### config.mk
export PLATFORM = sky130hd
export DESIGN_NAME = piezo_decode_flat
export DESIGN_NICKNAME = d
export VERILOG_FILES = /design/src/rtl/piezo_pkg.sv /design/src/rtl/piezo_decode_if.sv /design/src/rtl/piezo_prd_meas.sv /design/src/rtl/piezo_decode.sv /design/src/flat_wrapper.sv
export SDC_FILE = /design/constraint.sdc
export NUM_CORES = 1
export LEC_CHECK = 0
export ABC_AREA = 1
export CAP_MARGIN = 40
export CORE_MARGIN = 8
export CORE_UTILIZATION = 40
export DETAILED_ROUTE_END_ITERATION = 12
export SYNTH_ARGS = -nofsm -noshare
export SYNTH_HDL_FRONTEND = slang
export SYNTH_SLANG_ARGS = --single-unit
### constraint.sdc
create_clock -name clk -period 7.54 [get_ports clk]
set_input_delay 1.508 -clock clk [delete_from_list [all_inputs] [get_ports clk]]
set_output_delay 1.508 -clock clk [all_outputs]
set_load 0.02 [all_outputs]
### src/rtl/piezo_pkg.sv
// Shared definitions for the piezo tone decoder and the piezo driver:
// note/pattern/state encodings, nominal tone periods, simulation scaling
// and the period/pattern classifiers.
package piezo_pkg;

  typedef enum logic [2:0] {
    NOTE_NONE = 3'd0,
    NOTE_G6   = 3'd1,
    NOTE_C7   = 3'd2,
    NOTE_E7   = 3'd3,
    NOTE_G7   = 3'd4,
    NOTE_UNK  = 3'd7
  } note_e;

  typedef enum logic [1:0] {
    PAT_NONE     = 2'd0,
    PAT_STEER    = 2'd1,
    PAT_TOO_FAST = 2'd2,
    PAT_BATT_LOW = 2'd3
  } pattern_e;

  typedef enum logic [1:0] {
    ST_IDLE = 2'd0,
    ST_ACQ  = 2'd1,
    ST_TONE = 2'd2
  } state_e;

  // Nominal tone periods in 50 MHz clocks.
  localparam int unsigned NOM_G6 = 31888;
  localparam int unsigned NOM_C7 = 23889;
  localparam int unsigned NOM_E7 = 18961;
  localparam int unsigned NOM_G7 = 15944;

  // Fast simulation divides every period and timeout by 64.
  localparam int unsigned FAST_SHIFT   = 6;
  localparam int unsigned SILENCE_CLKS = 65536;

  localparam int unsigned DUR_W   = 26;
  localparam int unsigned SEQ_LEN = 6;
  localparam int unsigned SEQ_W   = 3 * SEQ_LEN;

  // Sequences are packed oldest note in the most significant slot.
  localparam logic [SEQ_W-1:0] SEQ_STEER =
    {NOTE_G6, NOTE_C7, NOTE_E7, NOTE_G7, NOTE_E7, NOTE_G7};
  localparam logic [SEQ_W-1:0] SEQ_BATT_LOW =
    {NOTE_G7, NOTE_E7, NOTE_G7, NOTE_E7, NOTE_C7, NOTE_G6};
  localparam logic [8:0] SEQ_TOO_FAST = {NOTE_G6, NOTE_C7, NOTE_E7};

  // Apply the simulation scaling to a clock count.
  function automatic int unsigned scaled(input int unsigned clocks, input bit fast);
    return fast ? (clocks >> FAST_SHIFT) : clocks;
  endfunction

  // True when p lies within +/- nom/16 of the nominal period.
  function automatic bit in_band(input logic [15:0] p, input int unsigned nom);
    int unsigned tol;
    tol = nom >> 4;
    return (32'(p) >= nom - tol) && (32'(p) <= nom + tol);
  endfunction

  // Map a measured period onto a note; anything outside every band is UNK.
  function automatic note_e classify_period(input logic [15:0] p, input bit fast);
    note_e n;
    n = NOTE_UNK;
    if (in_band(p, scaled(NOM_G6, fast)))      n = NOTE_G6;
    else if (in_band(p, scaled(NOM_C7, fast))) n = NOTE_C7;
    else if (in_band(p, scaled(NOM_E7, fast))) n = NOTE_E7;
    else if (in_band(p, scaled(NOM_G7, fast))) n = NOTE_G7;
    return n;
  endfunction

  // Classify the stored note sequence; cnt is the number of valid slots.
  function automatic pattern_e classify_pattern(input logic [SEQ_W-1:0] seq,
                                                input logic [2:0] cnt);
    pattern_e pat;
    pat = PAT_NONE;
    if (cnt == 3'd6 && seq == SEQ_STEER)              pat = PAT_STEER;
    else if (cnt == 3'd6 && seq == SEQ_BATT_LOW)      pat = PAT_BATT_LOW;
    else if (cnt == 3'd3 && seq[8:0] == SEQ_TOO_FAST) pat = PAT_TOO_FAST;
    return pat;
  endfunction

endpackage

### src/rtl/piezo_decode_if.sv
// Signal bundle between a piezo source/observer (master) and the decoder (slave).
interface piezo_decode_if;
  import piezo_pkg::*;

  logic             piezo;
  logic             piezo_n;
  note_e            note;
  logic             note_vld;
  logic [DUR_W-1:0] note_dur;
  logic             dur_vld;
  pattern_e         pattern;
  logic             pat_vld;
  logic             diff_err;

  modport master (
    output piezo, piezo_n,
    input  note, note_vld, note_dur, dur_vld, pattern, pat_vld, diff_err
  );

  modport slave (
    input  piezo, piezo_n,
    output note, note_vld, note_dur, dur_vld, pattern, pat_vld, diff_err
  );

endinterface

### src/rtl/piezo_prd_meas.sv
// Front end of the piezo decoder: input synchronizers, rising-edge detect,
// saturating period counter with classifier, silence timeout and the
// differential-pair integrity check.
module piezo_prd_meas
  import piezo_pkg::*;
#(
  parameter int FAST_SIM = 1
) (
  input  logic        clk,
  input  logic        rst_n,
  input  logic        piezo,
  input  logic        piezo_n,
  output logic        p_vld,
  output logic [15:0] p,
  output note_e       p_note,
  output logic        silent,
  output logic        diff_err
);

  localparam bit          FAST         = (FAST_SIM != 0);
  localparam logic [15:0] SILENCE_LAST = 16'(scaled(SILENCE_CLKS, FAST) - 1);

  logic [1:0]  sync_p;
  logic [1:0]  sync_n;
  logic        prev_p;
  logic        rise;
  logic [15:0] cnt;
  logic [15:0] cnt_inc;
  logic        timed_out;
  logic [1:0]  eq_cnt;

  // Two-flop synchronizers on both rails plus the edge-detect history flop.
  // NOTE: sequential state uses non-blocking assignments so every flop samples
  // pre-edge values; blocking here would collapse the synchronizer chain.
  always_ff @(posedge clk or negedge rst_n) begin
    if (!rst_n) begin
      sync_p <= '0;
      sync_n <= '0;
      prev_p <= 1'b0;
    end else begin
      sync_p <= {sync_p[0], piezo};
      sync_n <= {sync_n[0], piezo_n};
      prev_p <= sync_p[1];
    end
  end

  assign rise    = sync_p[1] & ~prev_p;
  // Count value one cycle on; it equals the clocks elapsed since the last edge.
  assign cnt_inc = (cnt == 16'hFFFF) ? cnt : cnt + 16'd1;

  // Period counter: clears on each edge, reporting and classifying the period.
  // A single silence pulse is raised once the gap reaches the timeout.
  always_ff @(posedge clk or negedge rst_n) begin
    if (!rst_n) begin
      cnt       <= '0;
      timed_out <= 1'b0;
      p_vld     <= 1'b0;
      p         <= '0;
      p_note    <= NOTE_NONE;
      silent    <= 1'b0;
    end else begin
      p_vld  <= rise;
      silent <= 1'b0;
      if (rise) begin
        cnt       <= '0;
        timed_out <= 1'b0;
        p         <= cnt_inc;
        p_note    <= classify_period(cnt_inc, FAST);
      end else begin
        cnt <= cnt_inc;
        if (!timed_out && cnt == SILENCE_LAST) begin
          silent    <= 1'b1;
          timed_out <= 1'b1;
        end
      end
    end
  end

  // Sticky error once both rails read equal on four consecutive samples.
  always_ff @(posedge clk or negedge rst_n) begin
    if (!rst_n) begin
      eq_cnt   <= '0;
      diff_err <= 1'b0;
    end else if (sync_p[1] == sync_n[1]) begin
      if (eq_cnt == 2'd3) diff_err <= 1'b1;
      else                eq_cnt   <= eq_cnt + 2'd1;
    end else begin
      eq_cnt <= '0;
    end
  end

endmodule

### src/rtl/piezo_decode.sv
// Piezo tone decoder: confirms notes from pairs of matching periods, reports
// note durations, and classifies the note sequence when the tone falls silent.
module piezo_decode
  import piezo_pkg::*;
#(
  parameter int FAST_SIM = 1
) (
  input  logic           clk,
  input  logic           rst_n,
  piezo_decode_if.slave  bus
);

  localparam bit               FAST    = (FAST_SIM != 0);
  localparam int unsigned      SILENCE = scaled(SILENCE_CLKS, FAST);
  localparam logic [DUR_W-1:0] DUR_MAX = '1;

  logic [1:0]       rst_sync;
  logic             rst_int_n;

  logic             p_vld;
  logic [15:0]      p;
  note_e            p_note;
  logic             silent;
  logic             diff_err;

  state_e           state;
  note_e            last_cls;
  logic             have_prev;
  logic [15:0]      p_prev;
  logic [DUR_W-1:0] dur;
  logic [SEQ_W-1:0] seq;
  logic [2:0]       seq_cnt;

  note_e            note;
  logic             note_vld;
  logic [DUR_W-1:0] note_dur;
  logic             dur_vld;
  pattern_e         pattern;
  logic             pat_vld;

  logic [16:0]      pair;
  logic [DUR_W:0]   end_dur;
  logic [DUR_W-1:0] change_dur;

  // Reset asserts asynchronously and releases on a clock edge.
  always_ff @(posedge clk or negedge rst_n) begin
    if (!rst_n) rst_sync <= '0;
    else        rst_sync <= {rst_sync[0], 1'b1};
  end

  assign rst_int_n = rst_sync[1];

  piezo_prd_meas #(
    .FAST_SIM (FAST_SIM)
  ) u_meas (
    .clk      (clk),
    .rst_n    (rst_int_n),
    .piezo    (bus.piezo),
    .piezo_n  (bus.piezo_n),
    .p_vld    (p_vld),
    .p        (p),
    .p_note   (p_note),
    .silent   (silent),
    .diff_err (diff_err)
  );

  // Length of the two periods that confirmed a note.
  assign pair = {1'b0, p_prev} + {1'b0, p};

  // At silence the timeout window is removed and the final cycle of the tone
  // is credited with the last measured period; overflow clamps to full scale.
  assign end_dur = {1'b0, dur} - (DUR_W+1)'(SILENCE) + {11'b0, p_prev};

  // On a note change the confirming pair already belongs to the new note.
  assign change_dur = (dur > {9'b0, pair}) ? dur - {9'b0, pair} : '0;

  // Decoder FSM with registered outputs; silence takes priority over any edge.
  // NOTE: the sequence register is reset with the rest of the state so a
  // reset mid-tone can never leak stale notes into the next pattern.
  always_ff @(posedge clk or negedge rst_int_n) begin
    if (!rst_int_n) begin
      state     <= ST_IDLE;
      last_cls  <= NOTE_NONE;
      have_prev <= 1'b0;
      p_prev    <= '0;
      dur       <= '0;
      seq       <= '0;
      seq_cnt   <= '0;
      note      <= NOTE_NONE;
      note_vld  <= 1'b0;
      note_dur  <= '0;
      dur_vld   <= 1'b0;
      pattern   <= PAT_NONE;
      pat_vld   <= 1'b0;
    end else begin
      note_vld <= 1'b0;
      dur_vld  <= 1'b0;
      pat_vld  <= 1'b0;

      if (silent && state != ST_IDLE) begin
        if (state == ST_TONE) begin
          dur_vld  <= 1'b1;
          note_dur <= end_dur[DUR_W] ? DUR_MAX : end_dur[DUR_W-1:0];
        end
        pattern   <= classify_pattern(seq, seq_cnt);
        pat_vld   <= 1'b1;
        seq       <= '0;
        seq_cnt   <= '0;
        note      <= NOTE_NONE;
        have_prev <= 1'b0;
        dur       <= '0;
        state     <= ST_IDLE;
      end else begin
        case (state)
          ST_IDLE: begin
            // First edge only starts the period counter.
            if (p_vld) begin
              have_prev <= 1'b0;
              state     <= ST_ACQ;
            end
          end

          ST_ACQ: begin
            if (p_vld) begin
              if (have_prev && p_note == last_cls) begin
                note     <= p_note;
                note_vld <= 1'b1;
                dur      <= DUR_W'(pair);
                seq      <= {seq[SEQ_W-4:0], p_note};
                seq_cnt  <= (seq_cnt == 3'(SEQ_LEN)) ? seq_cnt : seq_cnt + 3'd1;
                state    <= ST_TONE;
              end
              last_cls  <= p_note;
              p_prev    <= p;
              have_prev <= 1'b1;
            end
          end

          ST_TONE: begin
            dur <= (dur == DUR_MAX) ? dur : dur + 1'b1;
            if (p_vld) begin
              // A lone differing period is a glitch; two in a row are a new note.
              if (p_note != note && p_note == last_cls) begin
                note_dur <= change_dur;
                dur_vld  <= 1'b1;
                note     <= p_note;
                note_vld <= 1'b1;
                dur      <= DUR_W'(pair);
                seq      <= {seq[SEQ_W-4:0], p_note};
                seq_cnt  <= (seq_cnt == 3'(SEQ_LEN)) ? seq_cnt : seq_cnt + 3'd1;
              end
              last_cls <= p_note;
              p_prev   <= p;
            end
          end

          default: state <= ST_IDLE;
        endcase
      end
    end
  end

  assign bus.note     = note;
  assign bus.note_vld = note_vld;
  assign bus.note_dur = note_dur;
  assign bus.dur_vld  = dur_vld;
  assign bus.pattern  = pattern;
  assign bus.pat_vld  = pat_vld;
  assign bus.diff_err = diff_err;

endmodule
### src/flat_wrapper.sv
// flat-port wrapper written by rule: the top's interface ports become plain ports
module piezo_decode_flat import piezo_pkg::*;
#(
  parameter int FAST_SIM = 1
)
  (clk, rst_n, bus_piezo, bus_piezo_n, bus_note, bus_note_vld, bus_note_dur, bus_dur_vld, bus_pattern, bus_pat_vld, bus_diff_err);
  piezo_decode_if bus_i ();
  input  logic clk;
  input  logic rst_n;
  input wire logic [$bits(bus_i.piezo)-1:0] bus_piezo;
  input wire logic [$bits(bus_i.piezo_n)-1:0] bus_piezo_n;
  output wire logic [$bits(bus_i.note)-1:0] bus_note;
  output wire logic [$bits(bus_i.note_vld)-1:0] bus_note_vld;
  output wire logic [$bits(bus_i.note_dur)-1:0] bus_note_dur;
  output wire logic [$bits(bus_i.dur_vld)-1:0] bus_dur_vld;
  output wire logic [$bits(bus_i.pattern)-1:0] bus_pattern;
  output wire logic [$bits(bus_i.pat_vld)-1:0] bus_pat_vld;
  output wire logic [$bits(bus_i.diff_err)-1:0] bus_diff_err;
  assign bus_i.piezo = bus_piezo;
  assign bus_i.piezo_n = bus_piezo_n;
  assign bus_note = bus_i.note;
  assign bus_note_vld = bus_i.note_vld;
  assign bus_note_dur = bus_i.note_dur;
  assign bus_dur_vld = bus_i.dur_vld;
  assign bus_pattern = bus_i.pattern;
  assign bus_pat_vld = bus_i.pat_vld;
  assign bus_diff_err = bus_i.diff_err;
  piezo_decode #(.FAST_SIM(FAST_SIM)) u_core (.clk(clk), .rst_n(rst_n), .bus(bus_i));
endmodule
==> results.txt <==
status: finished, final reports clean
die area: 35300 µm²
yosys warns: 0
slowest cell delay on critical path: 0.44 ns
Worst setup EP type: register
reg2reg path depth: 24
top post-synthesis cells by count: nand2_1, inv_1, nor2_1
Max Clk Rate: 224 MHz
CP Launch Type: register
layout cell share with drive strength beyond 1: 0.0564
CP arrival: 4.84 ns
met1 usage: 0.252
H-Tree Depth: 4
FF-to-FF Start: u_core.p_prev[0]
Area contributors post-synth: dfrtp_1, nand2_1, ha_1
most frequent cell after synthesis: nand2_1
GR met2 Demand/Resource: 0.349
DP HPWL: 28.4 mm
clock transition at the registers of the reported paths: 0.07 ns
final setup violation count: 0
core area: 29400 µm²
First-pass DRT Iterations: 6
Most common cell on crit path: nand2_1
number of max-cap violations: 0
total track usage: 0.205
final period utilization: 0.591
CP startpoint: u_core.p_prev[0]
Setup Fix Bufs, Post-CTS: 0
CTS Sinks: 148
antenna violations before repair: 0
total global routing overflow: 0
Internal: 2.16 mW
crit-path max FO: 15
combinational power share: 0.537
DRT Wirelength: 35.9 mm
drt wl/cell: 17.0 µm
worst min-delay path category: reg -> async
max_slew headroom: 0.522
placed cell areas: 12600 µm²
Starting Density: 0.402
Cells after Synth: 1676
Final Max Tran Viols: 0
Worst Tran Pin Value: 0.717 ns
Syn Area/Cell: 7.06 µm²
first-pass GRT wire length: 58.0 mm
maximum clock path buffer count: 2
Peak supply drop: 163 µV
reg2reg setup slack: 3.08 ns
Crit path required time: 7.92 ns
root buf cell: clkbuf_16
commonest register cell after synthesis: dfrtp_1
aggregate negative setup slack: 0 ns
syn nets: 1785
slowest CP cell: inv_1
DR iter-0 viols: 887
CTS Hold Bufs: 0
vias in the first global route: 10750
switching share of power: 0.493
CTS buffer count: 17
critical-path cell list: ha_1 > inv_1 > fa_1 > o21ai_0 > nand4_1 > nand3_1 > a21oi_1 > o21ai_0 > inv_1 > ha_1 > inv_1 > nor2_1 > inv_1 > nor2_1 > nand2_1 > nor2_1 > nand2_1 > nand2_1 > nand3_2 > inv_1 > nand3_1 > nand2_1 > nand2_1 > nand2_1
Yosys reg bits: 148
leakage: 6.80 nW
met3 Use GR: 0.0325
Seq/Total Area, Yosys: 0.313
number of fill cells: 3048
largest net degree at the start of global routing: 57
row count: 63
Min Clock Period, post-route: 4.46 ns
GR peak layer: met2
die height: 188 µm
I/O Pins: 39
Synth async-reset ratio: 1.00
WS Path Type: reg -> reg
Clock Skews: 0.0131 ns
ANT nets after route: 0
Post-CTS Resized: 0
clock share of power: 0.206
final net count: 1817
final antenna diode count: 0
gpl congestion: 0.947
Net Sw Power: 2.10 mW
final hold vios: 0
Residual DRC: 0
IO Port Bufs: 38
clock latency on the worst-skew pair: 0.44 ns
Distinct cells, synth: 54
mean number of vias per cell: 5.24
register share of total power: 0.257
vias post-DR: 11054
area share of the largest cell type after synthesis: 0.313
Die X-Extent: 188 µm
cell taking the most area after synthesis: dfrtp_1
RSZ-0062 raised after global routing: false
post-layout instance area: 13200 µm²
CTS tree: done
Post-Syn Area: 11800 µm²
PwrDens: 323 nW/µm²
final design utilization: 0.449
Reg2Reg Capture Point: u_core.bus.note_dur[25]
area delta synth->final: 11.6%
EDFF count, synth: 0
-- sequential cells by signal (all words and copies together) (netlist names), 2 cells and up --
| name | count |
|---|---|
| u_core.bus.note | 2 |
| u_core.bus.note_dur | 26 |
| u_core.bus.pattern | 2 |
| u_core.seq_cnt | 3 |
| u_core.last_cls | 3 |
| u_core.p_prev | 16 |
| u_core.u_meas.cnt | 16 |
| u_core.u_meas.eq_cnt | 2 |
| u_core.state | 2 |
| u_core.u_meas.p | 16 |
| u_core.u_meas.p_note | 3 |
| u_core.rst_sync | 2 |
| u_core.u_meas.sync_p | 2 |
| u_core.u_meas.sync_n | 2 |
| u_core.dur | 26 |
| u_core.seq | 16 |
-- logic make-up (layout without fill, tap and decap cells) --
kind of cell	after synthesis	in the layout	synth area share
simple gates	800	800	0.294
compound gates	287	287	0.136
buf+inv	259	304	0.0863
flops	148	148	0.313
fa+ha+maj	105	105	0.113
xor+xnor	71	71	0.0526
mux	5	5	0.00476
other cells	1	1	0.000317
-- through the flow --
step                hold slack, ns  setup slack (ns)  instances  power (mW)
finish                       0.213              3.08       2111        4.26
global route                 0.254              2.57       2111        4.58
CTS                          0.232              3.09       2111        4.29
detailed placement           0.224              3.09       2079        3.39
global placement             0.223              3.27       2078        3.39
floorplan                    0.331              3.11       1676        2.66
-- area by class of cell --
| class | count | area [µm²] | area share |
|---|---|---|---|
| multi-input combinational | 1269 | 7110 | 0.539 |
| tap | 390 | 488 | 0.0370 |
| inverter | 228 | 860 | 0.0651 |
| timing repair buffer | 44 | 445 | 0.0338 |
| clock buffer | 17 | 425 | 0.0322 |
| clock inverter | 15 | 163 | 0.0123 |
| sequential | 148 | 3710 | 0.281 |
-- metal layers --
layer / wire length, µm / vias up / part of all wire
li1: - / 5543 / -
met1: 16000 / 5194 / 0.45
met2: 17100 / 248 / 0.48
met3: 1310 / 69 / 0.037
met4: 1430 / 0 / 0.040
met5: 0 / - / 0
-- power groups by stage --
| stage | Combinational (mW) | Sequential [mW] | Clock, mW |
|---|---|---|---|
| 2_1_floorplan | 1.53 | 1.12 | 0 |
| 3_3_place_gp | 2.28 | 1.10 | 0 |
| 3_5_place_dp | 2.28 | 1.11 | 0 |
| 4_1_cts | 2.29 | 1.10 | 0.898 |
| 5_1_grt | 2.54 | 1.11 | 0.931 |
| 6_report | 2.29 | 1.09 | 0.880 |
-- layout by cell type (no fill, tap or decap), types with 6 or more instances in the layout --
master,count
o21ai_1,8
nand2_2,13
nor2_2,6
o221ai_1,6
nor4_1,9
nand3b_1,6
clkdlybuf4s50_1,38
ha_1,102
xnor2_1,14
o22ai_1,28
nor2_4,6
a21oi_1,85
dfrtp_1,147
o21ai_0,122
inv_1,219
nand4_1,35
o21bai_1,10
clkbuf_16,17
nand3_1,92
nand2_1,423
nor3_1,26
xor2_1,57
inv_2,7
nor2_1,165
-- worst max path at each step --
stage                              endpoint  slack (ns)  cells past startpoint
floorplan                u_core.bus.dur_vld        3.11                      0
global placement    u_core.bus.note_dur[25]        3.27                     24
detailed placement  u_core.bus.note_dur[25]        3.09                     24
CTS                 u_core.bus.note_dur[25]        3.09                     24
global route        u_core.bus.note_dur[25]        2.57                     24
finish              u_core.bus.note_dur[25]        3.08                     24
-- critical path: cells and delay by family (launching register included) --
family | cells | cell delay (ns)
AND/OR/NAND/NOR | 13 | 1.48
adder cells (fa/ha/maj) | 3 | 0.95
AO/OA/AOI/OAI | 3 | 0.87
buffers and inverters | 5 | 0.73
flip-flops | 1 | 0.38
Note: power is estimated with default switching activity, not from simulation.
